<file path="src/rtl/dmem_sensor_arbiter.sv">
// Purpose : shares single-port DMEM between the core (strict priority) and a buffered sensor write path.
// Latency : core access is combinational pass-through; a sensor write reaches DMEM one cycle after push at the earliest.
// Backpres: sns_ready drops when the write FIFO is full; the core is never stalled.
//
// Ports
//   clk, reset                  single clock, synchronous active-high reset
//   core_en/we/addr/wdata       core DMEM request (always wins the port)
//   core_rdata                  load data: youngest live FIFO entry on a word match, else mem_rdata
//   sns_valid/ready/addr/wdata  sensor write request into the FIFO
//   mem_en/we/addr/wdata/rdata  single-port DMEM interface
//   fifo_level                  registered occupancy
//   starve                      registered: drain blocked by the core for STARVE_LIMIT cycles
//   drain_count                 registered, wrapping count of DMEM writes issued from the FIFO
module dmem_sensor_arbiter #(
    parameter int DEPTH        = 4,
    parameter int STARVE_LIMIT = 16
) (
    input  logic                     clk,
    input  logic                     reset,
    input  logic                     core_en,
    input  logic                     core_we,
    input  logic [31:0]              core_addr,
    input  logic [31:0]              core_wdata,
    output logic [31:0]              core_rdata,
    input  logic                     sns_valid,
    output logic                     sns_ready,
    input  logic [31:0]              sns_addr,
    input  logic [31:0]              sns_wdata,
    output logic                     mem_en,
    output logic                     mem_we,
    output logic [31:0]              mem_addr,
    output logic [31:0]              mem_wdata,
    input  logic [31:0]              mem_rdata,
    output logic [$clog2(DEPTH):0]   fifo_level,
    output logic                     starve,
    output logic [15:0]              drain_count
);

    localparam int PW = $clog2(DEPTH);
    localparam int LW = PW + 1;
    localparam int CW = $clog2(STARVE_LIMIT + 1);

    typedef logic [PW-1:0] ptr_t;

    // Entry storage. Entries are written at the tail and retired at the head;
    // a kill bit lets a newer core store neutralise a stale pending write
    // without disturbing FIFO order.
    logic [31:0]      ent_addr [DEPTH];
    logic [31:0]      ent_data [DEPTH];
    logic [DEPTH-1:0] ent_vld;
    logic [DEPTH-1:0] ent_kill;
    logic [DEPTH-1:0] vld_nxt;
    logic [DEPTH-1:0] kill_nxt;
    logic [DEPTH-1:0] kill_vec;

    ptr_t             head_ptr;
    ptr_t             tail_ptr;
    logic [CW-1:0]    wait_cnt;
    logic [CW-1:0]    wait_cnt_nxt;

    logic             fifo_empty;
    logic             fifo_full;
    logic             head_live;
    logic             do_pop;
    logic             do_drain;
    logic             do_push;
    logic             core_store;
    logic             fwd_hit;
    logic [31:0]      fwd_data;
    ptr_t             fwd_idx;

    // ------------------------------------------------------------------
    // Occupancy and handshake
    // ------------------------------------------------------------------
    assign fifo_empty = (fifo_level == '0);
    assign fifo_full  = (fifo_level == LW'(DEPTH));
    assign head_live  = ent_vld[head_ptr] && !ent_kill[head_ptr];

    // Ready looks at the stored level only, so a full FIFO refuses a push
    // even in a cycle where the head is being retired.
    assign sns_ready  = !fifo_full && !reset;
    assign do_push    = sns_valid && sns_ready;

    // The port is ours only when the core leaves it idle. A killed head is
    // still retired in that slot, just without touching DMEM.
    assign do_pop     = !reset && !core_en && !fifo_empty;
    assign do_drain   = do_pop && head_live;
    assign core_store = !reset && core_en && core_we;

    // ------------------------------------------------------------------
    // DMEM port mux
    // ------------------------------------------------------------------
    always_comb begin
        mem_en    = 1'b0;
        mem_we    = 1'b0;
        mem_addr  = '0;
        mem_wdata = '0;
        if (!reset) begin
            if (core_en) begin
                mem_en    = 1'b1;
                mem_we    = core_we;
                mem_addr  = core_addr;
                mem_wdata = core_wdata;
            end else if (do_drain) begin
                mem_en    = 1'b1;
                mem_we    = 1'b1;
                mem_addr  = ent_addr[head_ptr];
                mem_wdata = ent_data[head_ptr];
            end
        end
    end

    // ------------------------------------------------------------------
    // Load forwarding: walk entries from oldest to youngest so the last
    // match seen is the youngest. Only stored entries take part; a write
    // being pushed this cycle is not yet visible.
    // ------------------------------------------------------------------
    always_comb begin
        fwd_hit  = 1'b0;
        fwd_data = '0;
        fwd_idx  = head_ptr;
        for (int i = 0; i < DEPTH; i++) begin
            fwd_idx = head_ptr + ptr_t'(i);
            if (ent_vld[fwd_idx] && !ent_kill[fwd_idx] &&
                (ent_addr[fwd_idx][31:2] == core_addr[31:2])) begin
                fwd_hit  = 1'b1;
                fwd_data = ent_data[fwd_idx];
            end
        end
    end

    assign core_rdata = fwd_hit ? fwd_data : mem_rdata;

    // ------------------------------------------------------------------
    // Store kill: a core store supersedes every pending entry for the same
    // word. The slot being pushed this cycle is not yet valid, so it is
    // never in kill_vec and the sensor write stays the newer one.
    // ------------------------------------------------------------------
    always_comb begin
        kill_vec = '0;
        for (int i = 0; i < DEPTH; i++) begin
            kill_vec[i] = core_store && ent_vld[i] &&
                          (ent_addr[i][31:2] == core_addr[31:2]);
        end
    end

    // Push and pop never target the same slot: that would need head==tail
    // with both allowed, i.e. a FIFO that is simultaneously empty and full.
    always_comb begin
        vld_nxt  = ent_vld;
        kill_nxt = ent_kill | kill_vec;
        if (do_pop) begin
            vld_nxt[head_ptr]  = 1'b0;
            kill_nxt[head_ptr] = 1'b0;
        end
        if (do_push) begin
            vld_nxt[tail_ptr]  = 1'b1;
            kill_nxt[tail_ptr] = 1'b0;
        end
    end

    // ------------------------------------------------------------------
    // Starvation tracking: counts cycles a non-empty FIFO is locked out by
    // the core; any retirement or an empty FIFO restarts the count.
    // ------------------------------------------------------------------
    always_comb begin
        wait_cnt_nxt = wait_cnt;
        if (do_pop || fifo_empty) begin
            wait_cnt_nxt = '0;
        end else if (core_en && (wait_cnt != CW'(STARVE_LIMIT))) begin
            wait_cnt_nxt = wait_cnt + CW'(1);
        end
    end

    // ------------------------------------------------------------------
    // State
    // ------------------------------------------------------------------
    always_ff @(posedge clk) begin
        if (reset) begin
            head_ptr    <= '0;
            tail_ptr    <= '0;
            fifo_level  <= '0;
            ent_vld     <= '0;
            ent_kill    <= '0;
            wait_cnt    <= '0;
            starve      <= 1'b0;
            drain_count <= '0;
        end else begin
            ent_vld  <= vld_nxt;
            ent_kill <= kill_nxt;
            if (do_push) begin
                tail_ptr <= tail_ptr + ptr_t'(1);
            end
            if (do_pop) begin
                head_ptr <= head_ptr + ptr_t'(1);
            end
            if (do_push && !do_pop) begin
                fifo_level <= fifo_level + LW'(1);
            end else if (!do_push && do_pop) begin
                fifo_level <= fifo_level - LW'(1);
            end
            wait_cnt <= wait_cnt_nxt;
            starve   <= (wait_cnt_nxt == CW'(STARVE_LIMIT));
            if (do_drain) begin
                drain_count <= drain_count + 16'd1;
            end
        end
    end

    // Payload needs no reset: the valid bits decide whether it is looked at.
    always_ff @(posedge clk) begin
        if (do_push) begin
            ent_addr[tail_ptr] <= sns_addr;
            ent_data[tail_ptr] <= sns_wdata;
        end
    end

endmodule

</file>
<file path="config.mk">
export PLATFORM = sky130hd
export DESIGN_NAME = dmem_sensor_arbiter
export DESIGN_NICKNAME = d
export VERILOG_FILES = /design/src/rtl/dmem_sensor_arbiter.sv
export SDC_FILE = /design/constraint.sdc
export NUM_CORES = 1
export LEC_CHECK = 0
export BUFFER_PORTS_ARGS = -buffer_cell sky130_fd_sc_hd__buf_4
export CAP_MARGIN = 15
export CORE_MARGIN = 4
export CORE_UTILIZATION = 30
export CTS_BUF_LIST = sky130_fd_sc_hd__clkbuf_4 sky130_fd_sc_hd__clkbuf_8 sky130_fd_sc_hd__clkbuf_16
export CTS_CLUSTER_DIAMETER = 200
export DETAILED_ROUTE_END_ITERATION = 8
export GPL_TIMING_DRIVEN = 0
export HOLD_SLACK_MARGIN = 0.12
export PLACE_DENSITY = 0.5
export REMOVE_ABC_BUFFERS = 1
export SETUP_SLACK_MARGIN = 0.02
export SYNTH_ARGS = -nofsm -noshare
export SYNTH_HDL_FRONTEND = slang
export SYNTH_SLANG_ARGS = --single-unit
</file>
<file path="constraint.sdc">
create_clock -name clk -period 5.9 [get_ports clk]
set_clock_uncertainty 0.2 [all_clocks]
set_input_delay 1.475 -clock clk [delete_from_list [all_inputs] [get_ports clk]]
set_output_delay 1.475 -clock clk [all_outputs]
set_load 0.02 [all_outputs]
</file>
==> impl_metrics.py, run 1 <==
metrics = {
    "critical_path": {
        "endpoint_kind": "output pin",
        "cp_slowest_cell": "dfxtp_4",
        "cp_common_cell": "buf_16",
        "critPathLaunchType": "flip-flop",
        "worst-path-stages": 16,
        "crit_family": "simple AND/OR/NAND/NOR gates",
        "crit_fanout": 7,
        "rr_worst_depth": 9,
        "cpPeakStageDelay_ps": 370,
        "arrival_ps": 4440,
        "required_ps": 4220,
        "critical_path_buf_inv_count": 6,
        "path_cells": "buf_16 -> clkinvlp_4 -> ha_4 -> buf_16 -> mux4_2 -> xor2_2 -> nor4_4 -> nand4_1 -> nor4_4 -> nand4_4 -> buf_12 -> buf_16 -> mux2_4 -> a211o_1 -> nand2_2 -> buf_6",
        "worstSetupPathType": "reg -> out",
    },
    "synth": {
        "synth_cell_types": 63,
        "yosys.area.top_type": "edfxtp_1",
        "synth-main-ff-cell": "edfxtp_1",
        "yosysWarnings": 0,
        "synthArstFlopShare_pct": 0,
        "synth_area_leaders": "edfxtp_1, mux4_2, xnor2_1, xor2_1, dfxtp_1",
        "synth_edf_count": 256,
        "synth_seq_area_share_pct": 41.9,
        "netlist_area_sq_um": 20200,
        "syn_inst": 1607,
        "synth_area_per_cell_sq_um": 12.6,
        "synth_top_area_share_pct": 38.0,
        "yosysMostFrequentCell": "edfxtp_1",
        "ys_seq_elements": 295,
        "synth_commonest_cells": "edfxtp_1, mux4_2, xnor2_1",
    },
    "layout": {
        "nFillCells": 6283,
        "multi_input_area_sq_um": 11300,
        "nets": 2067,
        "design_area_sq_um": 26300,
        "syn2layout_area_growth_pct": 30.3,
        "regArea_sq_um": 8480,
        "finalNonFillerCells": 2784,
        "drive_gt1_share_pct": 38.7,
    },
    "routing": {
        "remaining_drc_errors": 0,
        "vias_per_cell": 5.67,
        "vias": 15800,
        "ant_nets": 0,
        "drt_iter0_drc": 1325,
        "wirelength_um": 78000,
        "dr.pass1.iters": 6,
        "wire_per_inst_um": 28.0,
    },
    "timing": {
        "setup_tns_ps": -5420,
        "post-route-min-period_ps": 6120,
        "hold_ws_ps": 296,
        "grt_setup_unrepaired": "true",
        "fmax_mhz": 164,
        "final-hold-violation-count": 0,
        "final-max-slew-violation-count": 0,
        "tightest_slew_ps": 917,
        "setup_viol": 32,
        "min_period_over_period_pct": 104,
        "relSlewSlack_pct": 38.8,
        "layout_setup_ws_ps": -215,
    },
    "placed_design": {
        "place_area_sq_um": 23400,
        "dp_cells": 2633,
        "gp_congestion": 0.863,
        "port_buffers": 283,
        "dp_hpwl_um": 48600,
    },
    "run_status": {
        "failed_checks": "setup timing",
        "outcome": "finished with violations",
    },
    "clock_network": {
        "cts_buffers": 38,
        "cts_max_level": 2,
        "cts_tree": "done",
        "cts-root-buf": "clkbuf_16",
        "cts_buffer_depth": 3,
        "numClockSinks": 295,
        "clk_latency_ps": 570,
        "clk_pin_slew_ps": 60,
        "postCtsHoldBufs": 0,
    },
    "grt": {
        "grt_max_degree": 61,
        "track_usage_pct": 20.9,
        "antenna_found_initial": 1,
        "overflow": 0,
        "grt_pass1_vias": 16200,
        "grt_pass1_wl_um": 110000,
    },
    "pwr": {
        "vdd_drop_max_mv": 0.144,
        "p_switching_mw": 2.52,
        "seqPwrFrac_pct": 32.2,
        "p_int_mw": 5.21,
        "swShare_pct": 32.6,
        "power_density_nw_per_um2": 294,
        "totalPowerFinal_mw": 7.73,
        "p_leak_nw": 9.11,
        "pwr-share-comb_pct": 37.0,
        "pwr-share-clk_pct": 30.8,
    },
    "floorplan": {
        "row_count": 94,
        "initial_core_util_pct": 30.5,
        "chipWidth_um": 268,
        "dieArea_sq_um": 71600,
        "io_pins": 284,
        "core_sq_um": 66200,
        "die_h_um": 268,
    },
    "min_path": {
        "hp-class": "reg -> reg",
        "hold_depth": 1,
    },
    "flow_run": {
        "drv_cap": 0,
    },
}
[logic make-up (layout without fill, tap and decap cells)]
family	after synthesis	in the layout	synth area share (%)
adders and majority gates	13	13	0.842
AOI/OAI and AO/OA	281	281	9.76
and+or+nand+nor	329	329	8.31
muxes	291	291	24.9
DFF	295	295	41.9
xor gates and xnor gates	237	237	10.3
buffers and inverters	161	473	4.05
other	0	1	0
[timing repair]
item                                    in CTS  in global routing
setup buffers                               43                 14
gates resized for setup                     78                 31
endpoints found under the setup margin      32                 32
pin swaps                                   32                 33
cloned                                      18                  5
[metal layers]
| layer | share of wire, % | track usage, % |
|---|---|---|
| met3 | 6.9 | 3.64 |
| met2 | 50 | 36.8 |
| met1 | 39 | 26.2 |
| met5 | 0.014 | 0 |
| met4 | 3.3 | 6.76 |
[metrics by stage]
stage	utilization (%)	worst slack (ps)
global placement	34.2	-17820
global route	39.8	-316
finish	39.8	-215
CTS	39.2	-276
floorplan	-	-10380
detailed placement	35.3	-1880
[flip-flops by register name (all words and copies together), names as in the netlist, 2 cells and up, named ones only]
signal and cells:
drain_count 16, ent_addr 128, ent_data 128, ent_kill 4, ent_vld 4, fifo_level 3
head_ptr 2, tail_ptr 2, wait_cnt 5
[cell type report]
type                    count  area share (%)
diodes                      1         0.00950
clock buffers              49            4.06
clock inverters            21           0.817
inverters                  12           0.200
multi-input cells        1151            42.9
flip-flops and latches    295            32.2
well taps                 864            4.11
repair buffers            391            15.7
[placed cells by master, fill, tap and decap left out, drive strengths merged, types with 3 or more instances in the layout]
| cell type | synthesis | final |
|---|---|---|
| nor2b | 8 | 8 |
| bufbuf | 0 | 11 |
| bufinv | 0 | 4 |
| mux2i | 71 | 71 |
| dfxtp | 39 | 39 |
| a22oi | 4 | 4 |
| o31ai | 4 | 4 |
| or3 | 3 | 3 |
| nand2b | 3 | 3 |
| a22o | 61 | 61 |
| a21oi | 83 | 83 |
| nor3b | 7 | 7 |
| clkinv | 0 | 15 |
| nand4 | 74 | 74 |
| nor3 | 11 | 11 |
| nor4 | 28 | 28 |
| a21o | 4 | 4 |
| o21ai | 38 | 38 |
| mux2 | 68 | 68 |
| xnor2 | 135 | 135 |
| nand3 | 18 | 18 |
| nor2 | 113 | 113 |
| buf | 72 | 375 |
| xor2 | 102 | 102 |
| inv | 12 | 12 |
| nand2 | 52 | 52 |
| a211oi | 33 | 33 |
| mux4 | 152 | 152 |
| and3 | 5 | 5 |
| clkbuf | 77 | 54 |
| ha | 12 | 12 |
| a2111oi | 3 | 3 |
| edfxtp | 256 | 256 |
| a211o | 32 | 32 |
[power groups by stage]
stage | Combinational, mW | Sequential, mW | Clock [mW]
4_1_cts | 2.75 | 2.49 | 2.45
2_1_floorplan | 1.62 | 2.68 | 0
6_report | 2.86 | 2.49 | 2.38
3_3_place_gp | 2.38 | 2.79 | 0
5_1_grt | 3.02 | 2.50 | 2.54
3_5_place_dp | 2.34 | 2.61 | 0
[final timing paths]
path | from | to | slack (ps)
hold reg to reg | ent_vld[1] | ent_vld[1] | 300
setup / recovery | head_ptr[1] | core_rdata[27] | -220
hold / removal | ent_vld[1] | ent_vld[1] | 300
setup reg to reg | head_ptr[0] | drain_count[12] | 3100
No activity file was read; power rests on OpenSTA's default activity.
==> inputs of run 2 (changes only) <==
--- a/config.mk
+++ b/config.mk
@@ -8,13 +8,12 @@
 export BUFFER_PORTS_ARGS = -buffer_cell sky130_fd_sc_hd__buf_4
 export CAP_MARGIN = 15
 export CORE_MARGIN = 4
-export CORE_UTILIZATION = 30
+export CORE_UTILIZATION = 50
 export CTS_BUF_LIST = sky130_fd_sc_hd__clkbuf_4 sky130_fd_sc_hd__clkbuf_8 sky130_fd_sc_hd__clkbuf_16
 export CTS_CLUSTER_DIAMETER = 200
 export DETAILED_ROUTE_END_ITERATION = 8
-export GPL_TIMING_DRIVEN = 0
 export HOLD_SLACK_MARGIN = 0.12
-export PLACE_DENSITY = 0.5
+export PLACE_DENSITY = 0.74
 export REMOVE_ABC_BUFFERS = 1
 export SETUP_SLACK_MARGIN = 0.02
 export SYNTH_ARGS = -nofsm -noshare
==> impl_metrics.py, run 2 (synthesis gave the netlist of run 1 again) <==
metrics = {
    "run_status": {
        "outcome": "finished with violations",
        "failed_checks": "setup timing",
    },
    "timing": {
        "layout_setup_ws_ps": -2.11,
        "setup_tns_ps": -2.11,
        "post-route-min-period_ps": 5900,
        "grt_setup_unrepaired": "true",
        "hold_ws_ps": 316,
        "setup_viol": 1,
        "relSlewSlack_pct": 33.3,
        "final-hold-violation-count": 0,
        "final-max-slew-violation-count": 0,
        "min_period_over_period_pct": 100,
        "fmax_mhz": 169,
        "tightest_slew_ps": 1000,
    },
    "grt": {
        "grt_pass1_wl_um": 97900,
        "grt_pass1_vias": 15700,
        "grt_max_degree": 69,
        "overflow": 0,
        "track_usage_pct": 29.3,
        "antenna_found_initial": 7,
    },
    "layout": {
        "drive_gt1_share_pct": 37.7,
        "largest_registers": "ent_addr: 128 flops, ent_data: 128 flops, drain_count: 16 flops",
        "nets": 2057,
        "final_common_cell": "buf_4",
        "final_cell_mix": "buf_4, edfxtp_1, mux4_2",
        "syn2layout_area_growth_pct": 23.8,
        "design_area_sq_um": 25000,
    },
    "critical_path": {
        "crit_fanout": 52,
        "arrival_ps": 4230,
        "worstSetupPathType": "in -> out",
        "critPathLaunchType": "primary input",
        "required_ps": 4220,
        "endpoint_kind": "output pin",
    },
    "flow_run": {
        "drv_cap": 0,
    },
    "placed_design": {
        "gp_congestion": 0.995,
        "port_buffers": 283,
        "dp_hpwl_um": 43900,
        "pre_cts_ws_ps": -258,
        "place_area_sq_um": 22900,
    },
    "floorplan": {
        "initial_core_util_pct": 50.7,
        "row_count": 73,
        "io_pins": 284,
        "core_sq_um": 39800,
        "dieArea_sq_um": 43700,
        "chipWidth_um": 209,
        "die_h_um": 209,
    },
    "routing": {
        "dr.pass1.iters": 6,
        "ant_nets": 0,
        "remaining_drc_errors": 0,
        "vias": 15900,
        "drt_iter0_drc": 1825,
        "wirelength_um": 66600,
        "wire_per_inst_um": 27.4,
        "vias_per_cell": 6.52,
    },
    "pwr": {
        "vdd_drop_max_mv": 0.213,
        "power_density_nw_per_um2": 290,
        "totalPowerFinal_mw": 7.27,
        "p_leak_nw": 8.73,
    },
    "clock_network": {
        "numClockSinks": 295,
        "clk_latency_ps": 550,
        "cts_buffer_depth": 3,
        "clk_pin_slew_ps": 60,
        "cts_buffers": 36,
        "cts-root-buf": "clkbuf_16",
        "cts_tree": "done",
        "cts_max_level": 2,
    },
    "min_path": {
        "hp-class": "reg -> reg",
    },
}
-- run 2: cell count changes in the layout (fill, tap and decap cells not counted), sizes merged --
cell	delta
bufbuf	-9
clkbuf	-8
buf	+4
bufinv	-2
diode	+2
inv	+1
-- run 2: cell type report --
| cell class | count | area, sq um |
|---|---|---|
| inverter | 12 | 48.8 |
| tap | 525 | 657 |
| antenna | 3 | 7.51 |
| timing repair buffer | 383 | 3450 |
| fill | 3146 | 14800 |
| multi-input combinational | 1151 | 11200 |
| clock inverter | 20 | 173 |
| sequential | 295 | 8480 |
| clock buffer | 44 | 967 |
-- run 2: path summary, 6_finish.rpt --
kind / start / end / slack, ps / cells after the start
setup / recovery: core_addr[20] / core_rdata[17] / -2 / 13
hold / removal: drain_count[6] / drain_count[6] / 320 / 2
setup reg to reg: fifo_level[0] / ent_addr[1][24] / 3200 / 4
hold reg to reg: drain_count[6] / drain_count[6] / 320 / 2
-- run 2: power by group --
part	switching [mW]	internal (mW)
Clock	0.899	1.26
Combinational	1.40	1.21
Sequential	0.103	2.39
-- run 2: worst max-delay path: stages --
cell and delay [ps]:
buf_4 160, xor2_1 190, nor4_2 340, buf_4 160, nand4_1 160, nor3b_2 240
a311oi_1 70, or3_2 500, buf_6 250, o21ai_0 270, a211o_1 170, nand2_1 70
buf_6 130
-- run 2: repair_timing --
| item | CTS | global route |
|---|---|---|
| pin swaps | 61 | 16 |
| hold endpoints to repair | 0 | 0 |
| cloned | 6 | 3 |
| setup endpoints to repair | 32 | 32 |
| hold buffers | 0 | 0 |
| buffers inserted | 23 | 1 |
| gates resized for setup | 80 | 20 |
-- run 2: routing by layer --
| layer | wire length, um | vias up | global-route usage [%] |
|---|---|---|---|
| li1 | - | 6849 | - |
| met1 | 25000 | 7909 | 38.6 |
| met2 | 31600 | 905 | 46.5 |
| met3 | 6780 | 180 | 7.34 |
| met4 | 3230 | 8 | 12.6 |
| met5 | 57 | - | 0 |
-- run 2: through the flow --
step | cells | util [%]
after CTS | 2426 | 62.3
after global placement | 2333 | 57.5
after global routing | 2432 | 62.8
final | 2433 | 62.8
after detailed placement | 2333 | 57.5
after floorplan | 1458 | -
==> inputs of run 3 (changes only) <==
--- a/config.mk
+++ b/config.mk
@@ -6,12 +6,14 @@
 export NUM_CORES = 1
 export LEC_CHECK = 0
 export BUFFER_PORTS_ARGS = -buffer_cell sky130_fd_sc_hd__buf_4
-export CAP_MARGIN = 15
+export CAP_MARGIN = 20
+export CORE_ASPECT_RATIO = 0.75
 export CORE_MARGIN = 4
 export CORE_UTILIZATION = 50
 export CTS_BUF_LIST = sky130_fd_sc_hd__clkbuf_4 sky130_fd_sc_hd__clkbuf_8 sky130_fd_sc_hd__clkbuf_16
 export CTS_CLUSTER_DIAMETER = 200
 export DETAILED_ROUTE_END_ITERATION = 8
+export GPL_TIMING_DRIVEN = 0
 export HOLD_SLACK_MARGIN = 0.12
 export PLACE_DENSITY = 0.74
 export REMOVE_ABC_BUFFERS = 1
==> impl_metrics.py, run 3 (synthesis gave the netlist of run 1 again) <==
metrics = {
    "layout": {
        "final_common_cell": "buf_4",
        "diodes": 0,
        "syn2layout_area_growth_pct": 25.0,
        "finalNonFillerCells": 2411,
        "nets": 2048,
        "largest_registers": "ent_addr: 128 flops, ent_data: 128 flops, drain_count: 16 flops",
        "final_cell_mix": "buf_4, edfxtp_1, mux4_2",
        "fin_util_pct": 63.6,
        "drive_gt1_share_pct": 37.3,
        "nFillCells": 2977,
    },
    "floorplan": {
        "core_sq_um": 39700,
        "io_pins": 284,
        "row_count": 63,
        "initial_core_util_pct": 50.9,
        "die_h_um": 182,
        "dieArea_sq_um": 43700,
        "chipWidth_um": 240,
    },
    "timing": {
        "layout_setup_ws_ps": -425,
        "min_period_over_period_pct": 107,
        "final-max-slew-violation-count": 0,
        "relSlewSlack_pct": 35.5,
        "tightest_slew_ps": 967,
        "setup_tns_ps": -12350,
        "fmax_mhz": 158,
        "final-hold-violation-count": 0,
        "grt_setup_unrepaired": "true",
        "setup_viol": 32,
        "post-route-min-period_ps": 6320,
    },
    "grt": {
        "use_met3_pct": 7.95,
        "grt.met2_usage_pct": 45.3,
        "grtUsageMet1_pct": 41.7,
        "grt_pass1_wl_um": 97800,
        "grt_max_degree": 107,
        "overflow": 0,
        "grt_pass1_vias": 15700,
        "track_usage_pct": 29.3,
        "busiest_layer": "met2",
        "antenna_found_initial": 0,
    },
    "routing": {
        "remaining_drc_errors": 0,
        "ant_nets": 0,
        "wire_per_inst_um": 27.6,
        "vias": 16000,
        "vias_per_cell": 6.63,
        "wirelength_um": 66400,
        "dr.pass1.iters": 7,
        "drt_iter0_drc": 1889,
    },
    "critical_path": {
        "critPathLaunchType": "flip-flop",
        "crit_fanout": 17,
        "endpoint_kind": "output pin",
        "rr_worst_depth": 12,
        "regToRegSetupSlack_ps": 2340,
        "endpoint": "core_rdata[17]",
        "crit_start": "head_ptr[0]",
        "worstSetupPathType": "reg -> out",
        "arrival_ps": 4650,
        "r2r_end": "drain_count[14]",
        "required_ps": 4220,
        "worstReg2RegStart": "head_ptr[0]",
    },
    "clock_network": {
        "clk_pin_slew_ps": 70,
        "numClockSinks": 295,
        "postCtsHoldBufs": 0,
        "cts_buffer_depth": 3,
        "cts_buffers": 35,
        "cts_max_level": 2,
        "cts_tree": "done",
        "clk_latency_ps": 530,
        "cts-root-buf": "clkbuf_16",
    },
    "run_status": {
        "outcome": "finished with violations",
        "failed_checks": "setup timing",
    },
    "pwr": {
        "seqPwrFrac_pct": 33.3,
        "power_density_nw_per_um2": 298,
        "totalPowerFinal_mw": 7.52,
        "swShare_pct": 32.0,
        "p_switching_mw": 2.41,
        "p_leak_nw": 8.80,
        "pwr-share-clk_pct": 30.6,
        "vdd_drop_max_mv": 0.252,
        "p_int_mw": 5.11,
        "pwr-share-comb_pct": 36.2,
    },
    "flow_run": {
        "drv_cap": 0,
    },
    "placed_design": {
        "dp_cells": 2285,
        "dp_hpwl_um": 42000,
        "port_buffers": 283,
        "gp_congestion": 0.974,
    },
    "min_path": {
        "hp-class": "reg -> reg",
    },
}
## run 3: cell types whose count changed in the layout (fill, tap and decap cells not counted), sizes merged
cell    change
and4        +1
buf        -17
bufbuf      +5
bufinv      +3
clkbuf      -1
clkinv      -5
diode       -3
inv         -2
nand3       +1
or3         +1
## run 3: repair_timing
| item | 4_1_cts | 5_1_grt |
|---|---|---|
| gates cloned | 13 | 2 |
| endpoints found under the setup margin | 32 | 32 |
| buffers inserted | 36 | 16 |
| gates resized for setup | 67 | 17 |
| pin swaps | 12 | 17 |
## run 3: final cells by class
class | count | area (sq um) | area share, %
clock buffers | 42 | 1000 | 3.98
multi-input cells | 1154 | 11200 | 44.5
well taps | 520 | 651 | 2.58
clock inverters | 16 | 206 | 0.817
repair buffers | 372 | 3630 | 14.4
inverters | 12 | 52.6 | 0.208
flip-flops and latches | 295 | 8480 | 33.6
## run 3: through the flow
| stage | hold WS [ps] | setup slack (ps) | cell area (sq um) |
|---|---|---|---|
| 2_1_floorplan | 241 | -10380 | 19400 |
| 3_3_place_gp | 285 | -16890 | 22200 |
| 3_5_place_dp | 287 | -1910 | 22800 |
| 4_1_cts | 296 | -360 | 25000 |
| 5_1_grt | 321 | -506 | 25300 |
| 6_report | 292 | -425 | 25300 |
## run 3: metal layers
layer	part of all wire [%]	wire length [um]
met1	40	26700
met2	45	30100
met3	12	8080
met4	2.4	1610
met5	0	0
## run 3: critical path, stage by stage (launching register included)
cell        delay [ps]
dfxtp_4            370
buf_16             120
buf_16             110
clkinvlp_4         160
ha_4               390
buf_4              150
bufbuf_16          320
mux4_2             320
xor2_1             150
nor4_1             640
nand4_4            180
buf_12             200
clkbuf_16          180
mux2_4             290
a211o_1            290
nand2_1            100
buf_6              130
## run 3: worst min path at each step
| stage | cells after the start | start | endpoint | slack, ps |
|---|---|---|---|---|
| after global routing | 2 | drain_count[1] | drain_count[1] | 320 |
| final | 2 | drain_count[1] | drain_count[1] | 290 |
| after CTS | 2 | drain_count[1] | drain_count[1] | 300 |
| after global placement | 2 | drain_count[1] | drain_count[1] | 280 |
| after detailed placement | 2 | drain_count[1] | drain_count[1] | 290 |
| after floorplan | 1 | ent_vld[0] | ent_vld[0] | 240 |
## run 3: power by group through the flow
stage	registers, mW	clock network, mW	logic [mW]
4_1_cts	2.50	2.33	2.66
2_1_floorplan	2.68	0	1.62
3_3_place_gp	2.77	0	2.30
3_5_place_dp	2.60	0	2.27
5_1_grt	2.51	2.41	2.86
6_report	2.50	2.30	2.72
